<file path="src/rtl/motor_ctrl_pkg.sv">
// ---------------------------------------------------------------------------
// motor_ctrl_pkg
//   Shared definitions for the motor fault-response slice: FSM state
//   encodings (also driven out on fsm_state), default timing/retry constants
//   and a small helper that tells whether a state drives the motor.
//
//   Optional feature macro: SOFT_START_EN (adds the RAMP state's logic in the
//   top and in pwm_gen; the encoding below is always reserved).
// ---------------------------------------------------------------------------
package motor_ctrl_pkg;

  // Encodings are visible on the fsm_state port, keep them stable.
  typedef enum logic [2:0] {
    ST_IDLE     = 3'd0,
    ST_RUN      = 3'd1,
    ST_SHUTDOWN = 3'd2,
    ST_LOCKOUT  = 3'd3,
    ST_RAMP     = 3'd4
  } state_e;

  localparam int DEF_PWM_BITS        = 8;
  localparam int DEF_COOLDOWN_CYCLES = 1000;
  localparam int DEF_MAX_RETRIES     = 3;
  localparam int DEF_HEALTHY_CYCLES  = 5000;
  localparam int DEF_RAMP_DIV        = 16;

  // States in which the driver is enabled and PWM may toggle.
  function automatic logic is_drive_state(state_e s);
    return (s == ST_RUN) || (s == ST_RAMP);
  endfunction

endpackage

</file>
<file path="src/rtl/motor_fault_response_pwm_gen.sv">
// ---------------------------------------------------------------------------
// pwm_gen
//   Free-running PWM generator owned by motor_fault_response so that fault
//   gating of the output is cycle-exact.
//
//   The PWM_BITS counter wraps 2**PWM_BITS-1 -> 0 regardless of gate. The
//   effective duty is reloaded from duty_cmd only on the wrap cycle, so a
//   duty change never produces a runt pulse mid-period.
//   pwm_out is registered: pwm_out <= gate & (cnt < duty_eff).
//
//   Optional feature macro: SOFT_START_EN. When defined, three extra inputs
//   let the parent ramp duty_eff up from 0 instead of loading it at wrap,
//   and duty_eff is exported so the parent can see when the ramp is done.
//
// Ports
//   clk         in   system clock
//   rst         in   asynchronous active-high reset
//   duty_cmd    in   requested duty (PWM_BITS)
//   gate        in   1 = output allowed to go high on the next edge
//   ramp_hold   in   (SOFT_START_EN) force duty_eff to 0
//   ramp_active in   (SOFT_START_EN) ramp owns duty_eff, wrap load suppressed
//   ramp_step   in   (SOFT_START_EN) advance duty_eff by one toward duty_cmd
//   duty_eff    out  (SOFT_START_EN) current effective duty
//   pwm_out     out  registered PWM output
// ---------------------------------------------------------------------------
module pwm_gen
  import motor_ctrl_pkg::*;
#(
  parameter int PWM_BITS = DEF_PWM_BITS
) (
  input  logic                clk,
  input  logic                rst,
  input  logic [PWM_BITS-1:0] duty_cmd,
  input  logic                gate,
`ifdef SOFT_START_EN
  input  logic                ramp_hold,
  input  logic                ramp_active,
  input  logic                ramp_step,
  output logic [PWM_BITS-1:0] duty_eff,
`endif
  output logic                pwm_out
);

  logic [PWM_BITS-1:0] cnt;
  logic                wrap;

`ifndef SOFT_START_EN
  logic [PWM_BITS-1:0] duty_eff;
`endif

  assign wrap = (cnt == {PWM_BITS{1'b1}});

  always_ff @(posedge clk or posedge rst) begin
    if (rst) begin
      cnt      <= '0;
      duty_eff <= '0;
      pwm_out  <= 1'b0;
    end else begin
      // Natural wrap of the period counter is the intended behaviour.
      cnt     <= cnt + 1'b1;
      // Strict less-than: duty 0 never high, full-scale duty high 2**N-1 of 2**N.
      pwm_out <= gate && (cnt < duty_eff);
`ifdef SOFT_START_EN
      if (ramp_hold) begin
        duty_eff <= '0;
      end else if (ramp_active) begin
        // A command drop during the ramp clamps at once; otherwise climb.
        if (duty_eff > duty_cmd) begin
          duty_eff <= duty_cmd;
        end else if (ramp_step && (duty_eff < duty_cmd)) begin
          duty_eff <= duty_eff + 1'b1;
        end
      end else if (wrap) begin
        duty_eff <= duty_cmd;
      end
`else
      if (wrap) begin
        duty_eff <= duty_cmd;
      end
`endif
    end
  end

endmodule

</file>
<file path="src/rtl/motor_fault_response.sv">
// ---------------------------------------------------------------------------
// motor_fault_response
//   Sits between the fault detector and the motor driver pins. Gates motor
//   PWM on fault, times a fault-free cooldown, retries a bounded number of
//   times and then latches a lockout until an operator clear.
//
//   Optional feature macro: SOFT_START_EN. When defined, entry from IDLE and
//   every automatic restart pass through RAMP, where the effective duty
//   climbs from 0 by one step every RAMP_DIV clocks until it meets duty_cmd.
//   When undefined the RAMP state and its logic are absent and entry goes
//   straight to RUN.
//
// Ports
//   clk            in   system clock
//   rst            in   asynchronous active-high reset
//   enable_cmd     in   level, 1 = motor requested on
//   duty_cmd       in   requested duty (PWM_BITS)
//   fault_in       in   level, fault_detected from the fault detector
//   clear_lockout  in   pulse, operator clear of LOCKOUT
//   pwm_out        out  registered PWM to the driver
//   motor_enable   out  driver enable, 1 only in RUN (and RAMP)
//   fsm_state      out  current state encoding (motor_ctrl_pkg::state_e)
//   retry_cnt      out  automatic restarts used
//   lockout        out  1 while in LOCKOUT
//   restart_pulse  out  one-cycle pulse on each automatic restart
// ---------------------------------------------------------------------------
module motor_fault_response
  import motor_ctrl_pkg::*;
#(
  parameter int PWM_BITS        = DEF_PWM_BITS,
  parameter int COOLDOWN_CYCLES = DEF_COOLDOWN_CYCLES,
  parameter int MAX_RETRIES     = DEF_MAX_RETRIES,
`ifdef SOFT_START_EN
  parameter int RAMP_DIV        = DEF_RAMP_DIV,
`endif
  parameter int HEALTHY_CYCLES  = DEF_HEALTHY_CYCLES
) (
  input  logic                               clk,
  input  logic                               rst,
  input  logic                               enable_cmd,
  input  logic [PWM_BITS-1:0]                duty_cmd,
  input  logic                               fault_in,
  input  logic                               clear_lockout,
  output logic                               pwm_out,
  output logic                               motor_enable,
  output logic [2:0]                         fsm_state,
  output logic [$clog2(MAX_RETRIES+1)-1:0]   retry_cnt,
  output logic                               lockout,
  output logic                               restart_pulse
);

  localparam int RETRY_W   = $clog2(MAX_RETRIES + 1);
  localparam int COOL_W    = $clog2(COOLDOWN_CYCLES + 1);
  localparam int HEALTHY_W = $clog2(HEALTHY_CYCLES + 1);

  // COOLDOWN_CYCLES and HEALTHY_CYCLES are expected to be >= 1.
  localparam logic [COOL_W-1:0]    COOL_LAST    = COOL_W'(COOLDOWN_CYCLES - 1);
  localparam logic [HEALTHY_W-1:0] HEALTHY_MAX  = HEALTHY_W'(HEALTHY_CYCLES);
  localparam logic [HEALTHY_W-1:0] HEALTHY_LAST = HEALTHY_W'(HEALTHY_CYCLES - 1);
  localparam logic [RETRY_W-1:0]   RETRY_MAX    = RETRY_W'(MAX_RETRIES);

`ifdef SOFT_START_EN
  localparam state_e ENTRY_STATE = ST_RAMP;
`else
  localparam state_e ENTRY_STATE = ST_RUN;
`endif

  state_e              state;
  logic [COOL_W-1:0]   cooldown_cnt;
  logic [HEALTHY_W-1:0] healthy_cnt;
  logic                gate;

  assign fsm_state = state;

  // The gate is decided from the same inputs the FSM samples this cycle, so
  // a fault (or enable drop) seen at an edge zeroes pwm_out at that very edge,
  // together with the registered motor_enable.
  assign gate = is_drive_state(state) && enable_cmd && !fault_in;

`ifdef SOFT_START_EN
  localparam int RDIV_W = $clog2(RAMP_DIV + 1);
  localparam logic [RDIV_W-1:0] RDIV_LAST = RDIV_W'(RAMP_DIV - 1);

  logic [PWM_BITS-1:0] duty_eff;
  logic [RDIV_W-1:0]   ramp_div_cnt;
  logic                ramp_step;
  logic                ramp_done;

  assign ramp_step = (state == ST_RAMP) && (ramp_div_cnt == RDIV_LAST);
  // Done when the ramp already meets the command (or was clamped above it),
  // or when this edge's step lands exactly on it.
  assign ramp_done = (duty_eff >= duty_cmd) ||
                     (ramp_step && ((duty_eff + 1'b1) == duty_cmd));

  always_ff @(posedge clk or posedge rst) begin
    if (rst) begin
      ramp_div_cnt <= '0;
    end else if ((state != ST_RAMP) || ramp_step) begin
      ramp_div_cnt <= '0;
    end else begin
      ramp_div_cnt <= ramp_div_cnt + 1'b1;
    end
  end
`endif

  pwm_gen #(
    .PWM_BITS (PWM_BITS)
  ) u_pwm_gen (
    .clk         (clk),
    .rst         (rst),
    .duty_cmd    (duty_cmd),
    .gate        (gate),
`ifdef SOFT_START_EN
    .ramp_hold   (!is_drive_state(state)),
    .ramp_active (state == ST_RAMP),
    .ramp_step   (ramp_step),
    .duty_eff    (duty_eff),
`endif
    .pwm_out     (pwm_out)
  );

  always_ff @(posedge clk or posedge rst) begin
    if (rst) begin
      state         <= ST_IDLE;
      motor_enable  <= 1'b0;
      retry_cnt     <= '0;
      lockout       <= 1'b0;
      restart_pulse <= 1'b0;
      cooldown_cnt  <= '0;
      healthy_cnt   <= '0;
    end else begin
      restart_pulse <= 1'b0;

      unique case (state)
        ST_IDLE: begin
          if (enable_cmd && !fault_in) begin
            state        <= ENTRY_STATE;
            motor_enable <= 1'b1;
            healthy_cnt  <= '0;
          end
        end

        ST_RUN: begin
          // Fault outranks an enable drop.
          if (fault_in) begin
            state        <= ST_SHUTDOWN;
            motor_enable <= 1'b0;
            cooldown_cnt <= '0;
          end else if (!enable_cmd) begin
            state        <= ST_IDLE;
            motor_enable <= 1'b0;
            retry_cnt    <= '0;
          end else if (healthy_cnt != HEALTHY_MAX) begin
            // Saturating: retry_cnt is forgiven once per continuous healthy run.
            healthy_cnt <= healthy_cnt + 1'b1;
            if (healthy_cnt == HEALTHY_LAST) begin
              retry_cnt <= '0;
            end
          end
        end

`ifdef SOFT_START_EN
        ST_RAMP: begin
          if (fault_in) begin
            state        <= ST_SHUTDOWN;
            motor_enable <= 1'b0;
            cooldown_cnt <= '0;
          end else if (!enable_cmd) begin
            state        <= ST_IDLE;
            motor_enable <= 1'b0;
            retry_cnt    <= '0;
          end else if (ramp_done) begin
            state       <= ST_RUN;
            healthy_cnt <= '0;
          end
        end
`endif

        ST_SHUTDOWN: begin
          // Only fault-free cycles count; any fault restarts the cooldown.
          if (fault_in) begin
            cooldown_cnt <= '0;
          end else if (cooldown_cnt == COOL_LAST) begin
            cooldown_cnt <= '0;
            if (!enable_cmd) begin
              state     <= ST_IDLE;
              retry_cnt <= '0;
            end else if (retry_cnt == RETRY_MAX) begin
              state   <= ST_LOCKOUT;
              lockout <= 1'b1;
            end else begin
              state         <= ENTRY_STATE;
              motor_enable  <= 1'b1;
              retry_cnt     <= retry_cnt + 1'b1;
              restart_pulse <= 1'b1;
              healthy_cnt   <= '0;
            end
          end else begin
            cooldown_cnt <= cooldown_cnt + 1'b1;
          end
        end

        ST_LOCKOUT: begin
          // A clear that arrives during a fault is dropped, not queued.
          if (clear_lockout && !fault_in) begin
            state     <= ST_IDLE;
            lockout   <= 1'b0;
            retry_cnt <= '0;
          end
        end

        default: begin
          state        <= ST_IDLE;
          motor_enable <= 1'b0;
          lockout      <= 1'b0;
        end
      endcase
    end
  end

endmodule
</file>
<file path="config.mk">
export PLATFORM = sky130hd
export DESIGN_NAME = motor_fault_response
export DESIGN_NICKNAME = d
export VERILOG_FILES = /design/src/rtl/motor_ctrl_pkg.sv /design/src/rtl/motor_fault_response_pwm_gen.sv /design/src/rtl/motor_fault_response.sv
export SDC_FILE = /design/constraint.sdc
export NUM_CORES = 1
export LEC_CHECK = 0
export ABC_AREA = 1
export BUFFER_PORTS_ARGS = -buffer_cell sky130_fd_sc_hd__buf_2
export CORE_MARGIN = 1.5
export CORE_UTILIZATION = 50
export DETAILED_ROUTE_END_ITERATION = 12
export MAX_ROUTING_LAYER = met4
export PLACE_DENSITY = 0.69
export SYNTH_ARGS = -nofsm -noshare
export SYNTH_HDL_FRONTEND = slang
export SYNTH_SLANG_ARGS = --single-unit
</file>
<file path="constraint.sdc">
create_clock -name clk -period 2.4 [get_ports clk]
set_clock_uncertainty 0.15 [all_clocks]
set_input_delay 0.36 -clock clk [delete_from_list [all_inputs] [get_ports clk]]
set_output_delay 0.36 -clock clk [all_outputs]
set_load 0.01 [all_outputs]
</file>
# Yosys cells after proc, flatten, opt, wreduce, memory -nomap -nowiden
# Index checks and enable logic that the tools add are counted.
# totals
register_bits,48
inputBits,13
output_inout_bits,9
elab_cells,110
# op_classes
n_addsub,4
order_cmp,1
eq_ne,24
muxes,51
bitwise_logic,2
n_reduce_logical,18
# ops
operator,count
13-bit 2-to-1 mux,8
13-bit one-hot mux with 3 select lines,1
10-bit 2-to-1 mux,3
2-bit 2-to-1 mux,11
"2-bit != test, second input constant",10
10-bit one-hot mux with 2 select lines,1
3-bit 2-to-1 mux,6
1-bit 2-to-1 mux,17
"13-bit by 1-bit adder with 13-bit output, second input constant",1
"13-bit equality test, second input constant",1
"13-bit != test, second input constant",1
3-bit one-hot mux with 4 select lines,1
"10-bit by 1-bit adder with 10-bit output, second input constant",1
"10-bit equality test, second input constant",1
9-bit AND reduction,1
"8-bit by 1-bit adder with 8-bit output, second input constant",1
"8-bit equality test, second input constant",1
8-bit < comparator,1
8-bit AND reduction,1
7-bit AND reduction,1
"3-bit by 2-bit equality test with 1-bit output, second input constant",2
"3-bit by 2-bit != test with 1-bit output, second input constant",2
"3-bit != test, second input constant",2
2-bit one-hot mux with 3 select lines,1
other kinds (18),24

# Depth between registers and ports, before layout
# Gate-level depths: netlist of run 1.
# depth
ltp_word,6
ltp_mapped,10

# By module
# Synthesis of run 1 repeated with hierarchy kept, for this count alone.
# hier_totals
hier_cells,392
hier_area_um2,2912.8
# by_module_without_submodules
module,instances,cells_per_inst,area_each_um2,seq_area_each_um2
motor_fault_response,1,294,1990.7,750.7
pwm_gen,1,98,922.1,425.4

# Worst setup path after synthesis of run 1
# No wires, ideal clock.
# synth_timing
path_type,reg-to-reg
start,register u_pwm_gen.cnt[0]
end,register u_pwm_gen.duty_eff[4]
arrival_time_ps,1297
slack_ps,830
path_stages_with_launch,10
synth_period_minus_slack_ps,1570
path_cell_list,dfrtp_1 > ha_1 > nand2_1 > nor2_2 > nand3_1 > nor2_2 > nand2_2 > buf_2 > nor2_1 > a21oi_1
# synth_via
elab_chain_cells,1
# synth_rtl
item,line_no,text
from (decl),motor_fault_response_pwm_gen.sv:44,logic [PWM_BITS-1:0] cnt;
from (signal assigned),motor_fault_response_pwm_gen.sv:60,cnt <= cnt + 1'b1;
8-bit equality test,motor_fault_response_pwm_gen.sv:51,assign wrap = (cnt == {PWM_BITS{1'b1}});
to (signal assigned),motor_fault_response_pwm_gen.sv:78,duty_eff <= duty_cmd;
to (decl),motor_fault_response_pwm_gen.sv:48,logic [PWM_BITS-1:0] duty_eff;
# No other way between the ends.
# A chain may end at the register's enable or synchronous reset.

# Worst setup path after layout of run 1
# layout_timing
start,register state[1] (netlist: fsm_state[1])
end,register healthy_cnt[8]
# layout_via
elab_chain_cells,3
word_cells_on_any_way,14
# layout_rtl
item,line_no,text
from (decl),motor_fault_response.sv:68,state_e state;
from (signal assigned),motor_fault_response.sv:124,state <= ST_IDLE;
from (signal assigned),motor_fault_response.sv:137,state <= ENTRY_STATE;
from (signal assigned),motor_fault_response.sv:146,state <= ST_SHUTDOWN;
"3-bit by 1-bit equality test with 1-bit output, or another cell as far along",motor_fault_response.sv:134,unique case (state)
"2-bit by 1-bit != test with 1-bit output (no source line), or another cell as far along",--,
9-bit AND reduction (no source line),--,
to (signal assigned),motor_fault_response.sv:155,healthy_cnt <= healthy_cnt + 1'b1;
to (decl),motor_fault_response.sv:70,logic [HEALTHY_W-1:0] healthy_cnt;
# Parallel ways exist; a longest one is shown, timed or not.

==> run summary, run 1 <==
RSZ-0062 raised after global routing - false
Post-Syn Nets - 355
Final setup viols - 0
VDD IR max - 0.351 mV
Max transition margin - 0.657
Total Wirelength - 4860 um
Core Rows - 26
# DRC - 0
DRT antenna net count - 0
Met2 Use GR - 0.316
Share of cells above drive strength 1 - 0.140
CP endpoint - healthy_cnt[8]
Flop and latch count out of synthesis - 47
Initial antenna violation count - 0
Hold_sp - duty_cmd[0]
Clock Latency Late Sink - 0.29 ns
Mapped cell area - 2660 um2
Hold Path Class - in -> reg
Largest net degree at the start of global routing - 25
Slowest cell delay on critical path - 0.63 ns
ANT cells - 0
CTS clk-pin slew, worst paths - 0.09 ns
Final HPWL DP - 3680 um
Highest clock rate - 554 MHz
Endpoint class of the critical path - flop
Final non-filler cell area - 2970 um2
Core area - 5110 um2
GRT Max-Usage Layer - met2
First-pass GRT wire length - 8510 um
Htree depth - 2
Crit path max fanout - 17
Slew @ Worst Pin - 0.514 ns
Die width - 75.9 um
Vias per inst - 4.93
Drt first pass iters - 4
Max_cap viols - 0
Longest Clk Path Bufs - 2
Commonest cells after routing, fill and taps aside - 79 x nand2_1, 47 x dfrtp_1, 38 x nor2_1, 35 x inv_1, 25 x nand3_1
Starting Density - 0.521
Chip Height - 75.9 um
GR Overflow Total - 0
Startpoint types - flop
Pwr per Cell Area - 705 nW/um2
Hold_buf cts - 1
Ys flop type - dfrtp_1
WL/cell - 11.4 um
CTS tree - built
Commonest non-fill, non-tap cell in the layout - nand2_1
Critical-path top delay cell - dfrtp_1
Layout Nets - 381
Initial DRC count - 144
Synth Instances - 330
Post-cts sizing count - 0
Die footprint - 5760 um2
Period Utilization, post-route - 0.752
Vias in the first global route - 1953
Seq/Total Area, Yosys - 0.442
Routability cong. - 0.906
GRT Util Overall - 0.185
Pre-CTS setup slack - 0.609 ns
CP cell instances - inv_1 -> nand2_1 -> nor2_1 -> nand3_1 -> nand3_1 -> buf_4 -> nand2_1 -> o21ai_0
CTS Buf Count - 5
I/O pin count - 22
Max-slew violations - 0
Final hold vios - 0
Fin Setup TNS - 0 ns
# clock sinks - 47
Area Growth Syn to Fin - 11.5%
M1 GR Usage - 0.230
Mean Syn Cell Area - 8.06 um2
Grt met3 use - 0.0337
PortBufs - 20
R2R setup slack - 0.60 ns
Reg2reg start - fsm_state[1]
Critical path type - reg -> reg
Post-synth EDFFs - 0
Yosys warnings - 0
Status - finished clean
Unique cell type count in the Yosys netlist - 30
Via count - 2107
Reg2reg end - healthy_cnt[8]
Fillers - 504
Postcts setup bufs - 0
CTS root buffer - clkbuf_8
Critical path required time - 2.42 ns
Final setup margin - 0.596 ns
Crit path launch - fsm_state[1]
Placement Cell Area - 2830 um2
Pleak - 1.40 nW
Fin crit period - 1.80 ns
Cells on worst reg2reg path - 8
Crit path DAT - 1.83 ns
Synth async-reset ratio - 1.00
-- area by class of cell --
class                           instances  area (um2)  area share
Sequential cell                        47        1180       0.397
Tap cell                               70        87.6      0.0295
Multi-Input combinational cell        240        1300       0.439
Timing Repair Buffer                   24         133      0.0447
Clock inverter                          2        38.8      0.0131
Inverter                               38         145      0.0489
Clock buffer                            6        82.6      0.0278
-- synthesized netlist by cell type, types with 3 or more instances --
cell type	number	share of area
nand4_1	3	0.0071
dfrtp_1	47	0.44
nor3_1	5	0.0094
inv_1	36	0.051
a21oi_1	17	0.032
ha_1	12	0.056
xor2_1	14	0.046
o21ai_0	15	0.028
nor2_2	4	0.0094
nand3_1	25	0.047
nand2_1	79	0.11
o21ai_1	9	0.017
nor2_1	38	0.054
buf_4	4	0.011
-- report_power, final --
group	switching [mW]	internal [mW]
clock	0.269	0.343
sequential	0.0849	0.860
combinational	0.354	0.178
-- layer usage --
metal / share of wire / routed length [um]
met2: 0.49 / 2360
met4: 0.0043 / 21
met3: 0.025 / 120
met5: 0 / 0
met1: 0.49 / 2360
-- registers in the layout, summed over array words and instances (netlist names) --
name	count
healthy_cnt	13
lockout	1
u_pwm_gen.cnt	8
restart_pulse	1
u_pwm_gen.duty_eff	8
retry_cnt	2
cooldown_cnt	10
fsm_state	2
u_pwm_gen.pwm_out	1
motor_enable	1
-- worst max-delay path, delay by kind of cell, from the launching register on --
kind,cells,cell delay [ns]
AOI/OAI and AO/OA,1,0.07
buffers and inverters,2,0.33
DFF,1,0.63
and+or+nand+nor,5,0.49
-- through the flow --
step           power, mW  hold slack, ns   util  cells
6_report            2.09           0.144  0.581    427
5_1_grt             2.22           0.144  0.581    427
4_1_cts             2.12           0.137  0.581    427
3_5_place_dp        1.50           0.279  0.555    418
3_3_place_gp        1.49           0.272  0.555    418
2_1_floorplan       1.36           0.288      -    330
-- kinds of logic after synthesis --
group | synth area share
AO/OA/AOI/OAI | 0.0828
other | 0.00141
adder cells (fa/ha/maj) | 0.0565
AND/OR/NAND/NOR | 0.293
multiplexers | 0.00376
flip-flops | 0.442
buffers and inverters | 0.0678
XOR/XNOR | 0.0527
-- worst min-delay path by stage --
stage                             to  slack [ns]  cells after the start
2_1_floorplan       u_pwm_gen.cnt[0]        0.29                      1
3_3_place_gp   u_pwm_gen.duty_eff[7]        0.27                      2
3_5_place_dp         cooldown_cnt[7]        0.28                      2
4_1_cts        u_pwm_gen.duty_eff[0]        0.14                      3
5_1_grt        u_pwm_gen.duty_eff[0]        0.14                      3
6_report       u_pwm_gen.duty_eff[0]        0.14                      3
No activity file was read; power rests on OpenSTA's default activity.
==> inputs of run 2 (changes only) <==
Clock period 2.4 ns to 1.73 ns, I/O delays scaled along.
==> run 2 against run 1 <==
  * Maximum frequency grew 10%
  * Cell area grew 5.3%
  * Cell count grew 2.8%
  * Sequential share of layout area shrank 1.9 points
  * Sequential power increased by 38%
  * Hold slack got worse by 0.10 ns
  * Sequential cell count is the same
  * Combinational power is 71% higher
  * Critical endpoint is now retry_cnt[0]
  * Largest cell class unchanged
  * Highest routed layer unchanged
==> run summary, run 2 (synthesized netlist as in run 1, its figures left out) <==
# clock sinks - 47
DRT antenna net count - 0
VDD IR max - 0.486 mV
Drt first pass iters - 4
Chip Height - 75.9 um
Fin crit period - 1.64 ns
Highest clock rate - 611 MHz
Crit path DAT - 1.69 ns
Starting Density - 0.521
Max_cap viols - 0
Most flop-heavy register - healthy_cnt
Die footprint - 5760 um2
Commonest non-fill, non-tap cell in the layout - nand2_1
Final hold vios - 0
Hold Slack - 0.0415 ns
Layout Nets - 393
Share of cells above drive strength 1 - 0.214
ANT cells - 0
Commonest cells after routing, fill and taps aside - 78 x nand2_1, 45 x dfrtp_1, 34 x nor2_1, 33 x inv_1
Core area - 5110 um2
Vias in the first global route - 2072
CTS tree - built
Largest register FFs - 13
Status - finished clean
I/O pin count - 22
Startpoint types - flop
Final HPWL DP - 3800 um
Final non-filler cell area - 3120 um2
Endpoint class of the critical path - flop
# DRC - 0
Longest Clk Path Bufs - 2
Clock Latency Late Sink - 0.31 ns
Crit path max fanout - 8
Hold Path Class - in -> reg
Initial DRC count - 119
CTS Buf Count - 5
CTS root buffer - clkbuf_8
Period Utilization, post-route - 0.947
Largest net degree at the start of global routing - 48
GR Overflow Total - 0
Max-slew violations - 0
Initial antenna violation count - 0
Routability cong. - 0.836
Total Wirelength - 5350 um
First-pass GRT wire length - 9230 um
Area Growth Syn to Fin - 17.5%
RSZ-0062 raised after global routing - true
Vias per inst - 4.94
CTS clk-pin slew, worst paths - 0.09 ns
Via count - 2169
Pwr per Cell Area - 920 nW/um2
Placement Cell Area - 2900 um2
WL/cell - 12.2 um
Core Rows - 26
Largest regs - healthy_cnt: 13 flops, cooldown_cnt: 10 flops
PortBufs - 20
Die width - 75.9 um
Fillers - 464
Pleak - 1.48 nW
Htree depth - 2
Final setup viols - 0
Critical path type - reg -> reg
GRT Util Overall - 0.204
Critical path required time - 1.78 ns
==> run 2: where the power goes <==
part	switching, mW	total [mW]	leakage (nW)	internal [mW]
Combinational	0.561	0.911	0.825	0.350
Clock	0.380	0.663	0.0412	0.283
Sequential	0.100	1.30	0.611	1.20
==> run 2: through the flow <==
stage / cells / setup TNS [ns] / total power [mW] / setup WS (ns) / util
3_3_place_gp: 424 / 0 / 2.16 / 0.0864 / 0.569
6_report: 439 / 0 / 2.87 / 0.0923 / 0.611
4_1_cts: 433 / 0 / 2.84 / 0.0433 / 0.587
3_5_place_dp: 424 / 0 / 2.17 / 0.0616 / 0.569
5_1_grt: 439 / -0.272 / 3.08 / -0.0371 / 0.611
2_1_floorplan: 330 / 0 / 1.88 / 0.160 / -
==> run 2: routing by layer <==
metal  global-route usage  share of wire  wire length, um
met1                0.246           0.45             2420
met2                0.344           0.51             2710
met3               0.0410          0.030              159
met4               0.0667          0.012               64
met5                    -              0                0
==> run 2: worst max-delay path: stages, from the launching register on <==
cell and delay [ns]:
dfrtp_2 0.48, buf_12 0.16, nand2_4 0.13, o21ai_0 0.13, nor2_1 0.21, nand3_1 0.15
nand2_1 0.09, nand2_1 0.05
==> run 2: final timing paths <==
kind                                   from                    end  slack, ns  cells after the start
min in group asynchronous               rst        cooldown_cnt[3]       0.36                      4
hold reg to reg            u_pwm_gen.cnt[0]       u_pwm_gen.cnt[0]       0.33                      1
setup reg to reg               fsm_state[1]           retry_cnt[0]       0.09                      7
max in group asynchronous               rst           fsm_state[0]       0.84                      4
hold / removal                  duty_cmd[7]  u_pwm_gen.duty_eff[7]       0.04                      3
setup / recovery               fsm_state[1]           retry_cnt[0]       0.09                      7
==> run 2: repair_timing <==
item | CTS | global route
setup buffers | 0 | 5
hold endpoints to repair | 47 | 0
hold buffers | 1 | 0
gates resized for setup | 0 | 25
setup endpoints to repair | 0 | 34
==> run 2: layout make-up <==
class / count / area, um2 / share of cell area
clock inverter: 2 / 12.5 / 0.00401
multi-input combinational: 241 / 1380 / 0.443
sequential: 47 / 1180 / 0.377
timing repair buffer: 35 / 244 / 0.0781
clock buffer: 6 / 72.6 / 0.0232
inverter: 38 / 145 / 0.0465
tap: 70 / 87.6 / 0.0280
